`src/rtl/sar_search_ctrl_pkg.sv`:
```
// sar_search_ctrl_pkg: FSM state codes, comparator flag codes and a flag-validity helper
package sar_search_ctrl_pkg;
    localparam logic [2:0] S_IDLE   = 3'd0;
    localparam logic [2:0] S_STEP   = 3'd1;
    localparam logic [2:0] S_WAIT   = 3'd2;
    localparam logic [2:0] S_DECIDE = 3'd3;
    localparam logic [2:0] S_DONE   = 3'd4;
    localparam logic [2:0] FLAG_G   = 3'b100;
    localparam logic [2:0] FLAG_E   = 3'b010;
    localparam logic [2:0] FLAG_L   = 3'b001;
    function automatic logic flags_ok(input logic [2:0] f);
        return f == FLAG_G || f == FLAG_E || f == FLAG_L;
    endfunction
endpackage

```
`src/rtl/sar_search_ctrl_if.sv`:
```
// sar_search_ctrl_if: search control/status and comparator flags; master is the search engine
interface sar_search_ctrl_if #(parameter int WIDTH = 4);
    logic             start;
    logic             cmp_g;
    logic             cmp_e;
    logic             cmp_l;
    logic [WIDTH-1:0] trial;
    logic             busy;
    logic             done;
    logic [WIDTH-1:0] result;
    logic             err;
    modport master (input start, cmp_g, cmp_e, cmp_l, output trial, busy, done, result, err);
    modport slave  (output start, cmp_g, cmp_e, cmp_l, input trial, busy, done, result, err);
endinterface

```
`src/rtl/sar_settle_cnt.sv`:
```
// sar_settle_cnt: loadable down-counter that flags the last settle cycle of a trial
module sar_settle_cnt #(
    parameter int CW = 4
) (
    input  logic          clk,
    input  logic          rst_n,
    input  logic          load,
    input  logic [CW-1:0] load_val,
    output logic          expire
);
    logic [CW-1:0] cnt_q, cnt_d;
    always_comb cnt_d = load ? load_val : (cnt_q == '0) ? cnt_q : cnt_q - CW'(1);
    always_ff @(posedge clk or negedge rst_n) begin
        if (!rst_n) cnt_q <= '0;
        else        cnt_q <= cnt_d;
    end
    assign expire = cnt_q == '0;
endmodule

```
`src/rtl/sar_search_ctrl.sv`:
```
// sar_search_ctrl: MSB-first successive-approximation search driven through a G/E/L comparator
module sar_search_ctrl
    import sar_search_ctrl_pkg::*;
#(
    parameter int WIDTH    = 4,
    parameter int CMP_WAIT = 0
) (
    input logic               clk,
    input logic               rst_n,
    sar_search_ctrl_if.master bus
);
    localparam int         IW     = $clog2(WIDTH);
    localparam logic [3:0] SETTLE = (CMP_WAIT == 0) ? 4'd0 : 4'(CMP_WAIT - 1);
    // with no settle time the first trial cycle is already the sampling cycle
    localparam logic [2:0] ENTRY  = (CMP_WAIT == 0) ? S_DECIDE : S_STEP;
    logic [2:0]       state_q, state_d, flags;
    logic [IW-1:0]    idx_q, idx_d;
    logic [WIDTH-1:0] acc_q, acc_d, acc_n, trial_q, trial_d, result_q, result_d;
    logic             busy_q, busy_d, done_q, done_d, err_q, err_d;
    logic             accept, decide, finish, expire, load;
    sar_settle_cnt #(.CW(4)) u_settle (
        .clk      (clk),
        .rst_n    (rst_n),
        .load     (load),
        .load_val (SETTLE),
        .expire   (expire)
    );
    always_comb begin
        flags    = {bus.cmp_g, bus.cmp_e, bus.cmp_l};
        acc_n    = (flags == FLAG_G) ? trial_q : acc_q;
        accept   = bus.start && (state_q == S_IDLE || state_q == S_DONE);
        decide   = state_q == S_DECIDE;
        finish   = decide && (!flags_ok(flags) || flags == FLAG_E || idx_q == '0);
        load     = accept || (decide && !finish);
        state_d  = state_q;
        idx_d    = idx_q;
        acc_d    = acc_q;
        trial_d  = trial_q;
        result_d = result_q;
        err_d    = err_q;
        if (accept) begin
            state_d = ENTRY;
            idx_d   = IW'(WIDTH - 1);
            acc_d   = '0;
            trial_d = {1'b1, {(WIDTH-1){1'b0}}};
            err_d   = 1'b0;
        end else if (state_q == S_DONE) begin
            state_d = S_IDLE;
        end else if (state_q == S_STEP || state_q == S_WAIT) begin
            state_d = expire ? S_DECIDE : S_WAIT;
        end else if (finish) begin
            state_d  = S_DONE;
            err_d    = !flags_ok(flags);
            result_d = !flags_ok(flags) ? acc_q : (flags == FLAG_E) ? trial_q : acc_n;
        end else if (decide) begin
            state_d = ENTRY;
            idx_d   = idx_q - IW'(1);
            acc_d   = acc_n;
            trial_d = acc_n | (WIDTH'(1) << (idx_q - IW'(1)));
        end
        busy_d = state_d inside {S_STEP, S_WAIT, S_DECIDE};
        done_d = state_d == S_DONE;
    end
    always_ff @(posedge clk or negedge rst_n) begin
        if (!rst_n) begin
            state_q  <= S_IDLE;
            idx_q    <= '0;
            acc_q    <= '0;
            trial_q  <= '0;
            result_q <= '0;
            busy_q   <= 1'b0;
            done_q   <= 1'b0;
            err_q    <= 1'b0;
        end else begin
            state_q  <= state_d;
            idx_q    <= idx_d;
            acc_q    <= acc_d;
            trial_q  <= trial_d;
            result_q <= result_d;
            busy_q   <= busy_d;
            done_q   <= done_d;
            err_q    <= err_d;
        end
    end
    assign bus.trial  = trial_q;
    assign bus.busy   = busy_q;
    assign bus.done   = done_q;
    assign bus.result = result_q;
    assign bus.err    = err_q;
endmodule

```
`src/flat_wrapper.sv`:
```
// flat-port wrapper written by rule: the top's interface ports become plain ports
module sar_search_ctrl_flat import sar_search_ctrl_pkg::*;
#(
    parameter int WIDTH    = 4,
    parameter int CMP_WAIT = 0
)
  (clk, rst_n, bus_start, bus_cmp_g, bus_cmp_e, bus_cmp_l, bus_trial, bus_busy, bus_done, bus_result, bus_err);
  sar_search_ctrl_if #(.WIDTH(WIDTH)) bus_i ();
  input logic clk;
  input logic rst_n;
  input wire logic [$bits(bus_i.start)-1:0] bus_start;
  input wire logic [$bits(bus_i.cmp_g)-1:0] bus_cmp_g;
  input wire logic [$bits(bus_i.cmp_e)-1:0] bus_cmp_e;
  input wire logic [$bits(bus_i.cmp_l)-1:0] bus_cmp_l;
  output wire logic [$bits(bus_i.trial)-1:0] bus_trial;
  output wire logic [$bits(bus_i.busy)-1:0] bus_busy;
  output wire logic [$bits(bus_i.done)-1:0] bus_done;
  output wire logic [$bits(bus_i.result)-1:0] bus_result;
  output wire logic [$bits(bus_i.err)-1:0] bus_err;
  assign bus_i.start = bus_start;
  assign bus_i.cmp_g = bus_cmp_g;
  assign bus_i.cmp_e = bus_cmp_e;
  assign bus_i.cmp_l = bus_cmp_l;
  assign bus_trial = bus_i.trial;
  assign bus_busy = bus_i.busy;
  assign bus_done = bus_i.done;
  assign bus_result = bus_i.result;
  assign bus_err = bus_i.err;
  sar_search_ctrl #(.WIDTH(WIDTH), .CMP_WAIT(CMP_WAIT)) u_core (.clk(clk), .rst_n(rst_n), .bus(bus_i));
endmodule
```
`config.mk`:
```
export PLATFORM = sky130hd
export DESIGN_NAME = sar_search_ctrl_flat
export DESIGN_NICKNAME = d
export VERILOG_FILES = /design/src/rtl/sar_search_ctrl_pkg.sv /design/src/rtl/sar_search_ctrl_if.sv /design/src/rtl/sar_settle_cnt.sv /design/src/rtl/sar_search_ctrl.sv /design/src/flat_wrapper.sv
export SDC_FILE = /design/constraint.sdc
export NUM_CORES = 1
export LEC_CHECK = 0
export ABC_AREA = 1
export BUFFER_PORTS_ARGS = -buffer_cell sky130_fd_sc_hd__buf_2
export CORE_MARGIN = 1
export CORE_UTILIZATION = 41
export CTS_BUF_LIST = sky130_fd_sc_hd__clkbuf_4
export DETAILED_ROUTE_END_ITERATION = 8
export GPL_TIMING_DRIVEN = 0
export PLACE_DENSITY = 0.62
export SETUP_SLACK_MARGIN = 0.3
export SLEW_MARGIN = 20
export SYNTH_ARGS = -nofsm -noshare
export SYNTH_HDL_FRONTEND = slang
export SYNTH_HIERARCHICAL = 1
export SYNTH_SLANG_ARGS = --single-unit
```
`constraint.sdc`:
```
create_clock -name clk -period 1.9 [get_ports clk]
set_clock_uncertainty 0.1 [all_clocks]
set_input_delay 0.19 -clock clk [delete_from_list [all_inputs] [get_ports clk]]
set_output_delay 0.19 -clock clk [all_outputs]
set_load 0.02 [all_outputs]
```
==> impl_metrics.toml, run 1 <==
[grt]
grt_pass1_vias = 1176
grt_pass1_wl_mm = 4.96
grt_overflow = 0
grt_use_total = 0.193
grt_max_degree = 25
grt_antenna_before_repair = 0

[place]
dp_hpwl_mm = 1.92
gp_congestion = 0.798
postPlaceCellArea_sq_um = 1430
portBuffers = 16

[finish]
diodes = 0
nNetsFinal = 208
finalInstanceArea_sq_um = 1560
area_growth_pct = 23.0
drive_above_1_share = 0.251

[floorplanning]
ios = 17
start_util = 0.446
die_w_microns = 57.7
coreArea_sq_um = 2850
row_count = 19
die_y_microns = 57.7
dieArea_sq_um = 3330

[run_status]
violations = "DRC"
status = "finished, violations left"

[pwr]
peakVddDrop_uv = 1030
power-per-cell-area_nw_per_um2 = 1650
leakagePower_nw = 0.833

[sta]
final_max_slew_viol_count = 0
tightest_slew_ns = 0.650
fin_crit_ns = 1.58
fin_crit_sh = 0.832
finalSetupTns_ns = 0
setup_viol = 0
fmax_ghz = 0.632
rsz0062_at_grt = "true"
slew_headroom = 0.563
hold_viol_final = 0

[min_path]
hp-class = "in -> reg"

[worst_setup_path]
start_kind = "register"
cp-end-kind = "register"
path_class = "reg -> reg"
crit_required_ns = 2.02
arrival_ns = 1.70
cp_max_fo = 4

[synth]
ys_seq_area_frac = 0.472
synthFlopType = "dfrtp_1"
yosys-top-cells-count = "nand2_1 (35), dfrtp_1 (24), inv_1 (22)"
synth.most_common_cell = "nand2_1"
synthTopCellsByArea = "dfrtp_1 (47%), nand2_1 (10%), inv_1 (6.5%)"
netlist_instances = 160
ys_types = 23
syn_area_per_cell_sq_um = 7.95
async_reset_ff_frac = 1.00
synth_top_area_frac = 0.472
synth_area_sq_um = 1270
ys_ff_latch = 24
yosysWarnings = 6
synth_edf_count = 0
synth_top_cell_by_area = "dfrtp_1"

[route]
firstDrtPassIters = 6
final_antenna_net_count = 0
drt_wl_total_mm = 2.75
vias_per_cell = 5.00
drt_iter0_drc = 29
wl_per_cell_microns = 12.2
route.detailed.drc = 2
via_count = 1131

[job]
max_cap_viol_count = 0

[cts]
cts_tree = "yes"
cts_sinks = 24
clock_path_buffers = 2
htreeDepth = 1
clk_pin_slew_ns = 0.13
cts_buffers = 3
cts_root_buf = "clkbuf_4"
clk-insertion-delay-late_ns = 0.31
## sequential cells by signal, summed over array words and instances, names as in the netlist
register	cells
u_core/bus.result	4
u_core/bus.err	1
u_core/state_q	3
u_core/bus.done	1
u_core/acc_q	4
u_core/idx_q	2
u_core/bus.busy	1
u_core/bus.trial	4
u_core/u_settle/cnt_q	4
## worst max-delay path, cell delays in order (launching register included)
cell	delay [ns]
dfrtp_1	0.39
inv_2	0.06
ha_4	0.16
nor2_4	0.10
nand3_4	0.09
nand2_4	0.08
buf_12	0.11
inv_4	0.03
or2_0	0.18
nand2_1	0.06
inv_1	0.04
nand2_1	0.05
inv_1	0.03
## repair_timing
action,in CTS,in global routing
setup buffers,11,1
hold buffers,1,0
endpoints found under the hold margin,24,0
gates resized for setup,1,3
pin swaps,4,0
setup endpoints to repair,10,12
gates cloned,0,0
## area by class of cell
type | count | area [sq um]
clock buffers | 3 | 22.5
fillers | 261 | 1290
plain buffers | 2 | 25.0
well taps | 31 | 38.8
multi-input cells | 112 | 597
repair buffers | 29 | 184
flip-flops and latches | 24 | 601
inverters | 25 | 96.3
## through the flow
stage                     std cells  hold WS (ns)  total power [mW]  utilization  worst slack [ns]
after floorplan                 163        -0.206              1.88            -             0.304
after global placement          210         0.104              2.16        0.500            0.0238
after detailed placement        210         0.108              2.22        0.500          0.000954
after CTS                       225         0.127              2.59        0.543             0.314
after global routing            226         0.154              2.85        0.548             0.197
final                           226         0.132              2.59        0.548             0.319
## cell families after synthesis
family                     after synthesis  share of synthesized area
AOI/OAI and AO/OA                       28                      0.116
adders and majority gates                5                     0.0492
buffers and inverters                   27                     0.0866
DFF                                     24                      0.472
other                                    1                    0.00295
and+or+nand+nor                         75                      0.273
## where the power goes
part	internal, mW	switching [mW]
clock	0.0742	0.147
sequential	0.759	0.157
combinational	0.591	0.858
total	1.42	1.16
## routing by layer
metal | vias to the layer above | part of all wire | global-route usage
met5 | - | 0 | 0
met4 | 0 | 0.011 | 0.0374
met3 | 4 | 0.041 | 0.0558
met2 | 22 | 0.49 | 0.344
met1 | 525 | 0.45 | 0.233
li1 | 580 | - | -
## cells in the final DEF, fill, tap and decap left out, drive strengths merged
cell / Yosys / final
nand3: 17 / 17
nor2: 17 / 17
inv: 25 / 25
ha: 5 / 5
dfrtp: 24 / 24
or2: 2 / 2
nand2: 38 / 38
nor3: 1 / 1
o21ai: 13 / 13
o22ai: 4 / 4
clkbuf: 0 / 3
dlygate4sd3: 0 / 1
conb: 1 / 4
buf: 2 / 30
a21oi: 9 / 9
a31oi: 2 / 2
## path summary, 6_finish.rpt
check	startpoint	end	slack (ns)	cells past startpoint
min reg2reg	u_core/bus.result[3]$_DFFE_PN0P_	u_core/bus.result[3]$_DFFE_PN0P_	0.39	2
min in group asynchronous	rst_n	u_core/bus.result[3]$_DFFE_PN0P_	0.28	2
min	bus_cmp_l	u_core/bus.err$_DFFE_PN0P_	0.13	4
max in group asynchronous	rst_n	u_core/u_settle/cnt_q[2]$_DFFE_PN0P_	1.06	2
max reg2reg	u_core/idx_q[1]$_DFFE_PN0P_	u_core/u_settle/cnt_q[3]$_DFFE_PN0P_	0.32	12
max	u_core/idx_q[1]$_DFFE_PN0P_	u_core/u_settle/cnt_q[3]$_DFFE_PN0P_	0.32	12
(Power assumes the default switching activity.)
==> run 2, diff against run 1 <==
- PLACE_DENSITY: 0.62 -> 0.6
- clock period: 1.9 -> 1.5 ns (I/O delays scaled with it)
==> impl_metrics.toml, run 2 (synthesis results as in run 1) <==
[run_status]
status = "finished, violations left"
violations = "DRC, setup timing"

[pwr]
peakVddDrop_uv = 1160
pwr-share-clk = 0.121
p_sw_frac = 0.427
internal-power_mw = 2.25
power-per-cell-area_nw_per_um2 = 2210
power_mw = 3.92
p_sw_mw = 1.67
leakagePower_nw = 0.904
seqPwrFrac = 0.300
share_comb_of_total_power = 0.580

[floorplanning]
dieArea_sq_um = 3330
row_count = 19
start_util = 0.446
ios = 17
die_w_microns = 57.7
die_y_microns = 57.7
coreArea_sq_um = 2850

[cts]
cts_buffers = 3
cts_tree = "yes"
htreeDepth = 1
clock_path_buffers = 2
clk-insertion-delay-late_ns = 0.32
clk_pin_slew_ns = 0.13
cts_sinks = 24
cts_root_buf = "clkbuf_4"

[grt]
grt_pass1_vias = 1175
grt_max_degree = 25
met3_usage = 0.0469
grt.met2_usage = 0.367
grt_overflow = 0
gr-usage-met1 = 0.243
busiest_layer = "met2"
grt_antenna_before_repair = 0
grt_use_total = 0.198
grt_pass1_wl_mm = 5.06

[sta]
fin_crit_ns = 1.60
fmax_ghz = 0.626
finalSetupTns_ns = -0.522
slew_headroom = 0.510
setup_viol = 15
finalWorstSetupSlack_ns = -0.0980
hold_viol_final = 0
tightest_slew_ns = 0.730
final_max_slew_viol_count = 0
fin_crit_sh = 1.07
rsz0062_at_grt = "true"

[place]
gp_congestion = 0.787
portBuffers = 16
dp_hpwl_mm = 1.95

[route]
route.detailed.drc = 2
drt_iter0_drc = 16
drt_wl_total_mm = 2.98
wl_per_cell_microns = 12.8
final_antenna_net_count = 0
via_count = 1172
firstDrtPassIters = 6
vias_per_cell = 5.03

[worst_setup_path]
start_kind = "register"
cp_max_fo = 5
path_class = "reg -> reg"
crit_required_ns = 1.63
arrival_ns = 1.73
cp-end-kind = "register"

[finish]
mostFrequentLayoutCells = "nand2_1 (33), dfrtp_1 (24), inv_1 (18)"
drive_above_1_share = 0.351
area_growth_pct = 39.3
final_common_cell = "nand2_1"
nNetsFinal = 214
utilization = 0.621
diodes = 0

[job]
max_cap_viol_count = 0

[min_path]
hp-class = "in -> reg"
-- run 2: changes by cell type in the layout (fill, tap and decap cells not counted), sizes merged --
cell / before / now
buf: 30 / 36
bufinv: 0 / 1
-- run 2: power by group through the flow --
| stage | sequential, mW | combinational [mW] | clock, mW |
|---|---|---|---|
| floorplan | 1.33 | 1.14 | 0 |
| global placement | 1.18 | 1.66 | 0 |
| detailed placement | 1.20 | 1.72 | 0 |
| CTS | 1.17 | 2.08 | 0.483 |
| global route | 1.21 | 2.54 | 0.503 |
| finish | 1.17 | 2.27 | 0.473 |
-- run 2: through the flow --
| stage | cells | instance area (sq um) | worst slack [ns] | hold WS (ns) |
|---|---|---|---|---|
| 2_1_floorplan | 163 | 1340 | -0.0422 | -0.246 |
| 3_3_place_gp | 210 | 1460 | -0.376 | 0.0610 |
| 3_5_place_dp | 210 | 1460 | -0.407 | 0.0651 |
| 4_1_cts | 229 | 1680 | -0.0854 | 0.0744 |
| 5_1_grt | 233 | 1770 | -0.190 | 0.125 |
| 6_report | 233 | 1770 | -0.0980 | 0.0965 |
-- run 2: layout make-up --
cell class,count,area [sq um]
inverter,25,104
fill,247,1080
timing repair buffer,35,267
multi-input combinational,112,683
sequential,24,601
tap,31,38.8
buffer,2,25.0
clock inverter,1,30.0
clock buffer,3,22.5
-- run 2: worst paths after layout --
path / from / endpoint / slack, ns / cells after the start
worst max-delay path: u_core/idx_q[1]$_DFFE_PN0P_ / u_core/u_settle/cnt_q[3]$_DFFE_PN0P_ / -0.1 / 12
worst min-delay path: bus_cmp_l / u_core/bus.err$_DFFE_PN0P_ / 0.1 / 4
worst max register to register: u_core/idx_q[1]$_DFFE_PN0P_ / u_core/u_settle/cnt_q[3]$_DFFE_PN0P_ / -0.1 / 12
worst min register to register: u_core/bus.result[3]$_DFFE_PN0P_ / u_core/bus.result[3]$_DFFE_PN0P_ / 0.40 / 2
max in group asynchronous: rst_n / u_core/u_settle/cnt_q[3]$_DFFE_PN0P_ / 0.72 / 2
min in group asynchronous: rst_n / u_core/bus.done$_DFF_PN0_ / 0.22 / 2
-- run 2: critical path, stage by stage, from the launching register on --
cell and delay (ns):
dfrtp_1 0.40, inv_2 0.06, ha_4 0.16, nor2_4 0.10, nand3_4 0.09, nand2_4 0.09
buf_12 0.12, inv_8 0.03, or2_0 0.19, nand2_1 0.06, inv_1 0.04, nand2_1 0.04
inv_1 0.03
-- run 2: metal layers --
layer  up-vias  share of wire
met3         2          0.040
met2        25           0.52
met4         0         0.0057
met1       549           0.44
met5         -              0
li1        596              -
-- run 2: what timing repair did --
item,in CTS,in global routing
pin swaps,5,0
gates resized for setup,10,16
setup endpoints to repair,24,26
hold buffers,1,0
endpoints found under the hold margin,24,0
buffers inserted,14,4
